[config.mk]
export PLATFORM = sky130hd
export DESIGN_NAME = pipeline_fetch_stage
export DESIGN_NICKNAME = d
export VERILOG_FILES = /design/src/rtl/pipeline_pkg.sv /design/src/rtl/if_id_reg.sv /design/src/rtl/pipeline_fetch_stage.sv
export SDC_FILE = /design/constraint.sdc
export NUM_CORES = 1
export LEC_CHECK = 0
export CORE_AREA = 2 2 132 134
export DETAILED_ROUTE_END_ITERATION = 12
export DIE_AREA = 0 0 134 136
export DONT_BUFFER_PORTS = 1
export GPL_TIMING_DRIVEN = 1
export PLACE_DENSITY = 0.8
export SKIP_CTS_REPAIR_TIMING = 1
export SYNTH_ARGS = -nofsm -noshare
export SYNTH_HDL_FRONTEND = slang
export SYNTH_HIERARCHICAL = 1
export SYNTH_SLANG_ARGS = --single-unit
export TNS_END_PERCENT = 5
[constraint.sdc]
create_clock -name clk -period 7 [get_ports clk]
set_clock_uncertainty 0.05 [all_clocks]
set_input_delay 1.75 -clock clk [delete_from_list [all_inputs] [get_ports clk]]
set_output_delay 1.75 -clock clk [all_outputs]
set_load 0.01 [all_outputs]
[src/rtl/pipeline_pkg.sv]
// Shared encodings for the MIPS pipeline: PC-source selects, fetch FSM states, nop word.
package pipeline_pkg;

   typedef enum logic [2:0] {
      PCSRC_SEQ   = 3'b000,
      PCSRC_BR    = 3'b001,
      PCSRC_J     = 3'b010,
      PCSRC_JR    = 3'b011,
      PCSRC_ILLOP = 3'b100,
      PCSRC_XADR  = 3'b101
   } pcsrc_e;

   typedef enum logic [1:0] {
      FETCH = 2'd0,
      HOLD  = 2'd1,
      DRAIN = 2'd2
   } fetch_state_e;

   localparam logic [31:0] NOP_INSTR = 32'h0;

endpackage

[src/rtl/if_id_reg.sv]
// IF/ID pipeline register: reset, then flush, then load-or-bubble, otherwise hold.
module if_id_reg
   import pipeline_pkg::*;
(
   input  logic        clk,
   input  logic        rst_ni,
   input  logic        clear_ni,
   input  logic        wr_i,
   input  logic        valid_i,
   input  logic [31:0] pc_plus4_i,
   input  logic [31:0] instr_i,
   output logic [31:0] pc_plus4_o,
   output logic [31:0] instr_o,
   output logic        valid_o
);

   logic [31:0] pc_plus4_q;
   logic [31:0] instr_q;
   logic        valid_q;

   always_ff @(posedge clk) begin
      if (!rst_ni || !clear_ni) begin
         pc_plus4_q <= 32'h0;
         instr_q    <= NOP_INSTR;
         valid_q    <= 1'b0;
      end else if (wr_i) begin
         // With nothing deliverable this edge, a write becomes a bubble.
         pc_plus4_q <= valid_i ? pc_plus4_i : 32'h0;
         instr_q    <= valid_i ? instr_i : NOP_INSTR;
         valid_q    <= valid_i;
      end
   end

   assign pc_plus4_o = pc_plus4_q;
   assign instr_o    = instr_q;
   assign valid_o    = valid_q;

endmodule

[src/rtl/pipeline_fetch_stage.sv]
// IF stage: PC register, next-PC select, imem request/ready handshake with skid buffer, IF/ID register.
module pipeline_fetch_stage
   import pipeline_pkg::*;
#(
   parameter logic [31:0] RESET_PC = 32'h8000_0000,
   parameter logic [31:0] ILLOP_PC = 32'h8000_0004,
   parameter logic [31:0] XADR_PC  = 32'h8000_0008
) (
   input  logic        clk,
   input  logic        reset,
   input  logic        PCWr,
   input  logic        IF_ID_Wr,
   input  logic        IF_ID_clear,
   input  logic [2:0]  PCSrc,
   input  logic [31:0] branch_target,
   input  logic [31:0] jump_target,
   input  logic [31:0] jr_target,
   output logic        imem_req,
   output logic [31:0] imem_addr,
   input  logic [31:0] imem_rdata,
   input  logic        imem_ready,
   output logic [31:0] IF_ID_PC_plus4,
   output logic [31:0] IF_ID_Instr,
   output logic        IF_ID_valid
);

   fetch_state_e state_q, state_d;
   logic [31:0]  pc_q, pc_d;
   logic [31:0]  buf_pc4_q, buf_pc4_d;
   logic [31:0]  buf_instr_q, buf_instr_d;
   logic [31:0]  saved_q, saved_d;

   logic [31:0]  pc_plus4;
   logic [31:0]  target;
   logic         redirect;
   logic         deliver_valid;
   logic [31:0]  deliver_pc4;
   logic [31:0]  deliver_instr;

   assign pc_plus4  = pc_q + 32'd4;
   assign imem_req  = reset & (state_q != HOLD);
   assign imem_addr = pc_q;

   // Undefined selects 110/111 behave as sequential, so they never redirect.
   assign redirect = PCWr && (PCSrc != PCSRC_SEQ) && (PCSrc <= PCSRC_XADR);

   always_comb begin
      target = pc_plus4;
      case (PCSrc)
         PCSRC_BR:    target = branch_target;
         PCSRC_J:     target = jump_target;
         PCSRC_JR:    target = jr_target;
         PCSRC_ILLOP: target = ILLOP_PC;
         PCSRC_XADR:  target = XADR_PC;
         default:     target = pc_plus4;
      endcase
   end

   always_comb begin
      state_d       = state_q;
      pc_d          = pc_q;
      buf_pc4_d     = buf_pc4_q;
      buf_instr_d   = buf_instr_q;
      saved_d       = saved_q;
      deliver_valid = 1'b0;
      deliver_pc4   = pc_plus4;
      deliver_instr = imem_rdata;
      case (state_q)
         FETCH: begin
            if (imem_ready) begin
               if (redirect) begin
                  pc_d = target;
               end else begin
                  if (IF_ID_Wr) begin
                     deliver_valid = 1'b1;
                  end else begin
                     buf_pc4_d   = pc_plus4;
                     buf_instr_d = imem_rdata;
                     state_d     = HOLD;
                  end
                  if (PCWr) pc_d = pc_plus4;
               end
            end else if (redirect) begin
               saved_d = target;
               state_d = DRAIN;
            end
         end
         HOLD: begin
            deliver_pc4   = buf_pc4_q;
            deliver_instr = buf_instr_q;
            if (redirect) begin
               pc_d    = target;
               state_d = FETCH;
            end else if (IF_ID_Wr) begin
               // Resume after the buffered word whether or not PC advanced when it was parked.
               deliver_valid = 1'b1;
               pc_d          = buf_pc4_q;
               state_d       = FETCH;
            end
         end
         DRAIN: begin
            if (imem_ready) begin
               pc_d    = redirect ? target : saved_q;
               state_d = FETCH;
            end else if (redirect) begin
               saved_d = target;
            end
         end
         default: state_d = FETCH;
      endcase
   end

   always_ff @(posedge clk) begin
      if (!reset) begin
         state_q     <= FETCH;
         pc_q        <= RESET_PC;
         buf_pc4_q   <= 32'h0;
         buf_instr_q <= NOP_INSTR;
         saved_q     <= 32'h0;
      end else begin
         state_q     <= state_d;
         pc_q        <= pc_d;
         buf_pc4_q   <= buf_pc4_d;
         buf_instr_q <= buf_instr_d;
         saved_q     <= saved_d;
      end
   end

   if_id_reg u_if_id_reg (
      .clk        (clk),
      .rst_ni     (reset),
      .clear_ni   (IF_ID_clear),
      .wr_i       (IF_ID_Wr),
      .valid_i    (deliver_valid),
      .pc_plus4_i (deliver_pc4),
      .instr_i    (deliver_instr),
      .pc_plus4_o (IF_ID_PC_plus4),
      .instr_o    (IF_ID_Instr),
      .valid_o    (IF_ID_valid)
   );

endmodule

==> flow_metrics.env, run 1 <==
export IMPL_crit_slowest_cell="nor2_1"
export IMPL_cts_sinks=195
export IMPL_cts_buffer_depth=2
export IMPL_seq_power_share_pct=44.2
export IMPL_path_cells="clkinv_2, nor2_1"
export IMPL_async_flop_share_pct=0
export IMPL_final_common_cell="dfxtp_1"
export IMPL_drt_iter0_drc=1049
export IMPL_comb_power_share_pct=20.4
export IMPL_drv_cap=0
export IMPL_cts_root_buffer="clkbuf_16"
export IMPL_p_leak_nw=3.67
export IMPL_crit_required_ps=5200
export IMPL_die_y_microns=136
export IMPL_finalHoldViolCount=0
export IMPL_rsz0062_at_grt="no"
export IMPL_cts_tree="done"
export IMPL_synth_warnings=6
export IMPL_final_area_sq_mm=0.0112
export IMPL_dpl_worst_slack_ps=2830
export IMPL_min_path_type="reg2reg"
export IMPL_start_util_pct=63.7
export IMPL_min_period_over_period_pct=59.6
export IMPL_post_dp_cell_area_sq_mm=0.0106
export IMPL_io_buffer_count=0
export IMPL_setup_tns_ps=0
export IMPL_synth_area_per_cell_sq_um=8.04
export IMPL_worstMarginPinSlew_ps=1270
export IMPL_utilization_pct=66.6
export IMPL_p_total_mw=2.87
export IMPL_vias_per_cell=6.73
export IMPL_clk_latency_ps=440
export IMPL_path_class="in2out"
export IMPL_clockPowerShare_pct=35.4
export IMPL_slew_viol_final=0
export IMPL_ctsHtreeMaxLevel=4
export IMPL_cts_made_buffers=17
export IMPL_highest_layer="met4"
export IMPL_crit_arrival_ps=2370
export IMPL_synth_ff_type="dfxtp_1"
export IMPL_n_antenna_cell=0
export IMPL_seq_area_frac_synth_pct=36.3
export IMPL_synth_nets=1478
export IMPL_fin_crit_ps=4170
export IMPL_vias=9992
export IMPL_setup_ws_ps=2830
export IMPL_dp_hpwl_mm=20.9
export IMPL_end_kind="primary output"
export IMPL_drt_wl_total_mm=31.3
export IMPL_most_common_layout_cells="195 x dfxtp_1, 158 x a21oi_1, 109 x nor2_1"
export IMPL_fmax_mhz=240
export IMPL_rows=48
export IMPL_syn_to_final_growth_pct=4.60
export IMPL_syn_area_sq_mm=0.0108
export IMPL_gp_congestion=0.929
export IMPL_register_area_sq_mm=0.00390
export IMPL_p_sw_mw=0.947
export IMPL_ir_drop_v=0.000195
export IMPL_layout_drive_gt1_share_pct=12.9
export IMPL_whs_ps=404
export IMPL_grt_pass1_wl_mm=48.5
export IMPL_met2_length_mm=13.9
export IMPL_p_int_mw=1.92
export IMPL_fp_dieW_microns=134
export IMPL_grt_max_degree=134
export IMPL_antenna_found_initial=0
export IMPL_grt_pass1_vias=9065
export IMPL_route_detailed_drc=0
export IMPL_drtAntennaViolNets=0
export IMPL_synth_edff_count=0
export IMPL_fillers=1420
export IMPL_dr_pass1_iters=6
export IMPL_switching_share_pct=33.0
export IMPL_clk_pin_slew_ps=80
export IMPL_path_buf_inv=1
export IMPL_max_slew_margin_pct=15.1
export IMPL_rrSetupSlack_ps=3350
export IMPL_start_kind="input port"
export IMPL_grt_total_usage_pct=33.2
export IMPL_setup_violations=0
export IMPL_coreArea_sq_mm=0.0169
export IMPL_multi_input_area_sq_mm=0.00622
export IMPL_wl_met1_mm=12.7
export IMPL_gr_total_overflow=0
export IMPL_p_per_area_mw_per_mm2=255
export IMPL_met3WireLength_mm=3.92
export IMPL_fin_nets=1388
export IMPL_wl_per_cell_microns=21.0
export IMPL_status="finished clean"
export IMPL_io_pins=235
export IMPL_dp_cells=1453
export IMPL_cp_max_fo=31
export IMPL_syn_inst=1337
export IMPL_slowest_delay_ps=310
export IMPL_critPathTopFamily="simple AND/OR/NAND/NOR gates"
export IMPL_ys_ff_latch=195
export IMPL_finalNonFillerCells=1485
export IMPL_synth_cell_types=74
export IMPL_die_area_sq_mm=0.0182
synthesized netlist by cell type (32+ instances only):
| master | count | area share, % |
|---|---|---|
| dfxtp_1 | 195 | 36 |
| a21oi_1 | 158 | 7.4 |
| nor2_1 | 111 | 3.9 |
| nand2_1 | 108 | 3.8 |
| mux2_2 | 83 | 8.7 |
| nand3_1 | 77 | 3.6 |
| clkbuf_1 | 71 | 2.5 |
| nand2b_1 | 70 | 4.1 |
| nor3_1 | 60 | 2.8 |
| o21ai_0 | 50 | 2.3 |
| a22oi_1 | 32 | 2.2 |
path summary, 6_finish.rpt:
kind | start | cells after the start | endpoint
worst max-delay path | reset | 2 | imem_req
worst min-delay path | buf_instr_q[26] | 2 | buf_instr_q[26]
worst max register to register | state_q[1] | 8 | u_if_id_reg/instr_o[16]
worst min register to register | buf_instr_q[26] | 2 | buf_instr_q[26]
final cells by class:
class | count | share of cell area [%]
Inverter | 29 | 0.979
Sequential cell | 195 | 34.7
Multi-Input combinational cell | 990 | 55.3
Clock inverter | 14 | 1.65
Timing Repair Buffer | 14 | 0.934
Tap cell | 225 | 2.50
Clock buffer | 18 | 3.90
routing by layer:
metal  up-vias  track usage [%]
met5         -                0
met3        75             10.4
met2       642             51.6
li1       4654                -
met4         0             11.0
met1      4621             44.0
power by group through the flow:
stage | clock network [mW] | registers [mW] | logic (mW)
final | 1.02 | 1.27 | 0.584
after floorplan | 0 | 1.25 | 0.478
after global placement | 0 | 1.29 | 0.558
after global routing | 1.07 | 1.28 | 0.631
after detailed placement | 0 | 1.29 | 0.567
after CTS | 1.02 | 1.26 | 0.572
cell families (layout without fill, tap and decap cells):
kind of cell | Yosys count | count (layout) | share of synthesized area (%)
simple gates | 485 | 485 | 22.2
compound gates | 386 | 386 | 23.5
flops | 195 | 195 | 36.3
buf+inv | 152 | 75 | 6.11
mux | 89 | 89 | 9.25
xor+xnor | 26 | 26 | 2.19
fa+ha+maj | 4 | 4 | 0.465
sequential cells by signal, summed over array words and instances, names as in the netlist:
signal	flops
imem_addr	32
saved_q	32
buf_instr_q	32
u_if_id_reg/valid_o	1
state_q	2
u_if_id_reg/instr_o	32
buf_pc4_q	32
u_if_id_reg/pc_plus4_o	32
No activity file was read; power rests on OpenSTA's default activity.
==> inputs of run 2 (changes only) <==
CORE_AREA = 2 2 140 142   (was 2 2 132 134)
DIE_AREA = 0 0 142 144   (was 0 0 134 136)
PLACE_DENSITY = 0.75   (was 0.8)
clock period = 3.4 ns   (was 7 ns; I/O delays follow)
==> run 2 against run 1 <==
Sequential share of layout area decreased by 0.38 points. Register-to-register slack lost 2900 ps. Wire length is 1.8% higher. First-iteration DRC count shrank 1.4%. Total power grew 100%. Clock power is 97% higher. Final area grew 1.1%. Highest routed layer unchanged.
==> flow_metrics.env, run 2 (synthesized netlist as in run 1, its figures left out) <==
export IMPL_n_antenna_cell=0
export IMPL_vias_per_cell=6.53
export IMPL_gp_congestion=0.947
export IMPL_dr_pass1_iters=5
export IMPL_slowest_delay_ps=530
export IMPL_cts_buffer_depth=2
export IMPL_ctsHtreeMaxLevel=4
export IMPL_cts_root_buffer="clkbuf_16"
export IMPL_path_class="reg2reg"
export IMPL_die_y_microns=144
export IMPL_status="finished clean"
export IMPL_clk_pin_slew_ps=80
export IMPL_cp_max_fo=57
export IMPL_path_buf_inv=3
export IMPL_min_period_over_period_pct=86.7
export IMPL_ir_drop_v=0.000364
export IMPL_gr_total_overflow=0
export IMPL_cpMostUsedCell="buf_4"
export IMPL_most_common_layout_cells="195 x dfxtp_1, 158 x a21oi_1, 109 x nor2_1"
export IMPL_crit_slowest_cell="ha_1"
export IMPL_final_common_cell="dfxtp_1"
export IMPL_crit_required_ps=3720
export IMPL_drt_iter0_drc=1034
export IMPL_grt_total_usage_pct=30.4
export IMPL_vias=9880
export IMPL_p_leak_nw=3.75
export IMPL_setup_tns_ps=0
export IMPL_worstMarginPinSlew_ps=812
export IMPL_dp_hpwl_mm=21.5
export IMPL_register_area_sq_mm=0.00390
export IMPL_grt_max_degree=134
export IMPL_die_area_sq_mm=0.0204
export IMPL_route_detailed_drc=0
export IMPL_wl_per_cell_microns=21.0
export IMPL_critPathTopFamily="buffers and inverters"
export IMPL_fin_crit_ps=2950
export IMPL_io_pins=235
export IMPL_cts_sinks=195
export IMPL_dp_cells=1481
export IMPL_max_slew_margin_pct=45.7
export IMPL_setup_violations=0
export IMPL_multi_input_area_sq_mm=0.00622
export IMPL_drtAntennaViolNets=0
export IMPL_cts_tree="done"
export IMPL_min_path_type="reg2reg"
export IMPL_fmax_mhz=339
export IMPL_rows=51
export IMPL_drv_cap=0
export IMPL_grt_pass1_wl_mm=49.4
export IMPL_p_per_area_mw_per_mm2=516
export IMPL_rrSetupSlack_ps=450
export IMPL_fillers=1733
export IMPL_grt_pass1_vias=8996
export IMPL_clk_latency_ps=440
export IMPL_finalNonFillerCells=1513
export IMPL_antenna_found_initial=0
export IMPL_fp_dieW_microns=142
export IMPL_start_kind="flip-flop"
export IMPL_start_util_pct=56.4
export IMPL_slew_viol_final=0
export IMPL_layout_drive_gt1_share_pct=13.8
export IMPL_end_kind="flip-flop"
export IMPL_rsz0062_at_grt="no"
export IMPL_io_buffer_count=0
export IMPL_drt_wl_total_mm=31.8
export IMPL_path_cells="inv_1, ha_1, buf_4, o21bai_1, or3_1, buf_4, a2111oi_0, a21oi_1, nor2_1"
export IMPL_fin_nets=1403
export IMPL_coreArea_sq_mm=0.0191
export IMPL_crit_arrival_ps=3260
export IMPL_cts_made_buffers=17
export IMPL_finalHoldViolCount=0
export IMPL_syn_to_final_growth_pct=5.76
[run 2: cell count changes in the layout (fill, tap and decap cells not counted), sizes merged]
cell and change:
clkinvlp +1, inv +1, clkinv -2, buf +15
[run 2: through the flow]
step	instance area [sq um]	total power [mW]	setup slack (ps)	hold WS, ps	utilization [%]
after floorplan	10800	3.57	635	383	-
after global placement	10800	3.85	573	388	56.6
after detailed placement	10800	3.87	564	397	56.6
after CTS	11400	5.85	550	408	59.6
after global routing	11400	6.09	315	423	59.6
final	11400	5.87	452	405	59.6
[run 2: layout make-up]
class,instances,share of cell area (%)
clock buffer,18,3.77
tap,238,2.62
inverter,29,0.968
timing repair buffer,29,2.35
sequential,195,34.3
clock inverter,14,1.29
multi-input combinational,990,54.7
[run 2: final timing paths]
kind	cells past startpoint	to	start
worst max register to register	9	saved_q[18]	state_q[0]
worst min-delay path	2	buf_instr_q[26]	buf_instr_q[26]
worst max-delay path	9	saved_q[18]	state_q[0]
worst min register to register	2	buf_instr_q[26]	buf_instr_q[26]
[run 2: power breakdown]
group / internal [mW] / total (mW) / switching [mW] / leakage (nW)
Clock: 1.04 / 2.01 / 0.970 / 0.280
Combinational: 0.501 / 1.28 / 0.783 / 1.88
Sequential: 2.41 / 2.57 / 0.163 / 1.58
Total: 3.95 / 5.87 / 1.92 / 3.75
[run 2: layer usage]
metal / global-route usage (%) / routed length [microns] / up-vias
li1: - / - / 4678
met1: 41.9 / 13700 / 4588
met2: 46.7 / 14000 / 560
met3: 8.54 / 3610 / 54
met4: 8.37 / 583 / 0
met5: 0 / 0 / -
[run 2: tightest hold or removal path, cell delays in order, from the launching register on]
cell,delay [ps]
dfxtp_1,310
nand2_1,50
a21oi_1,50
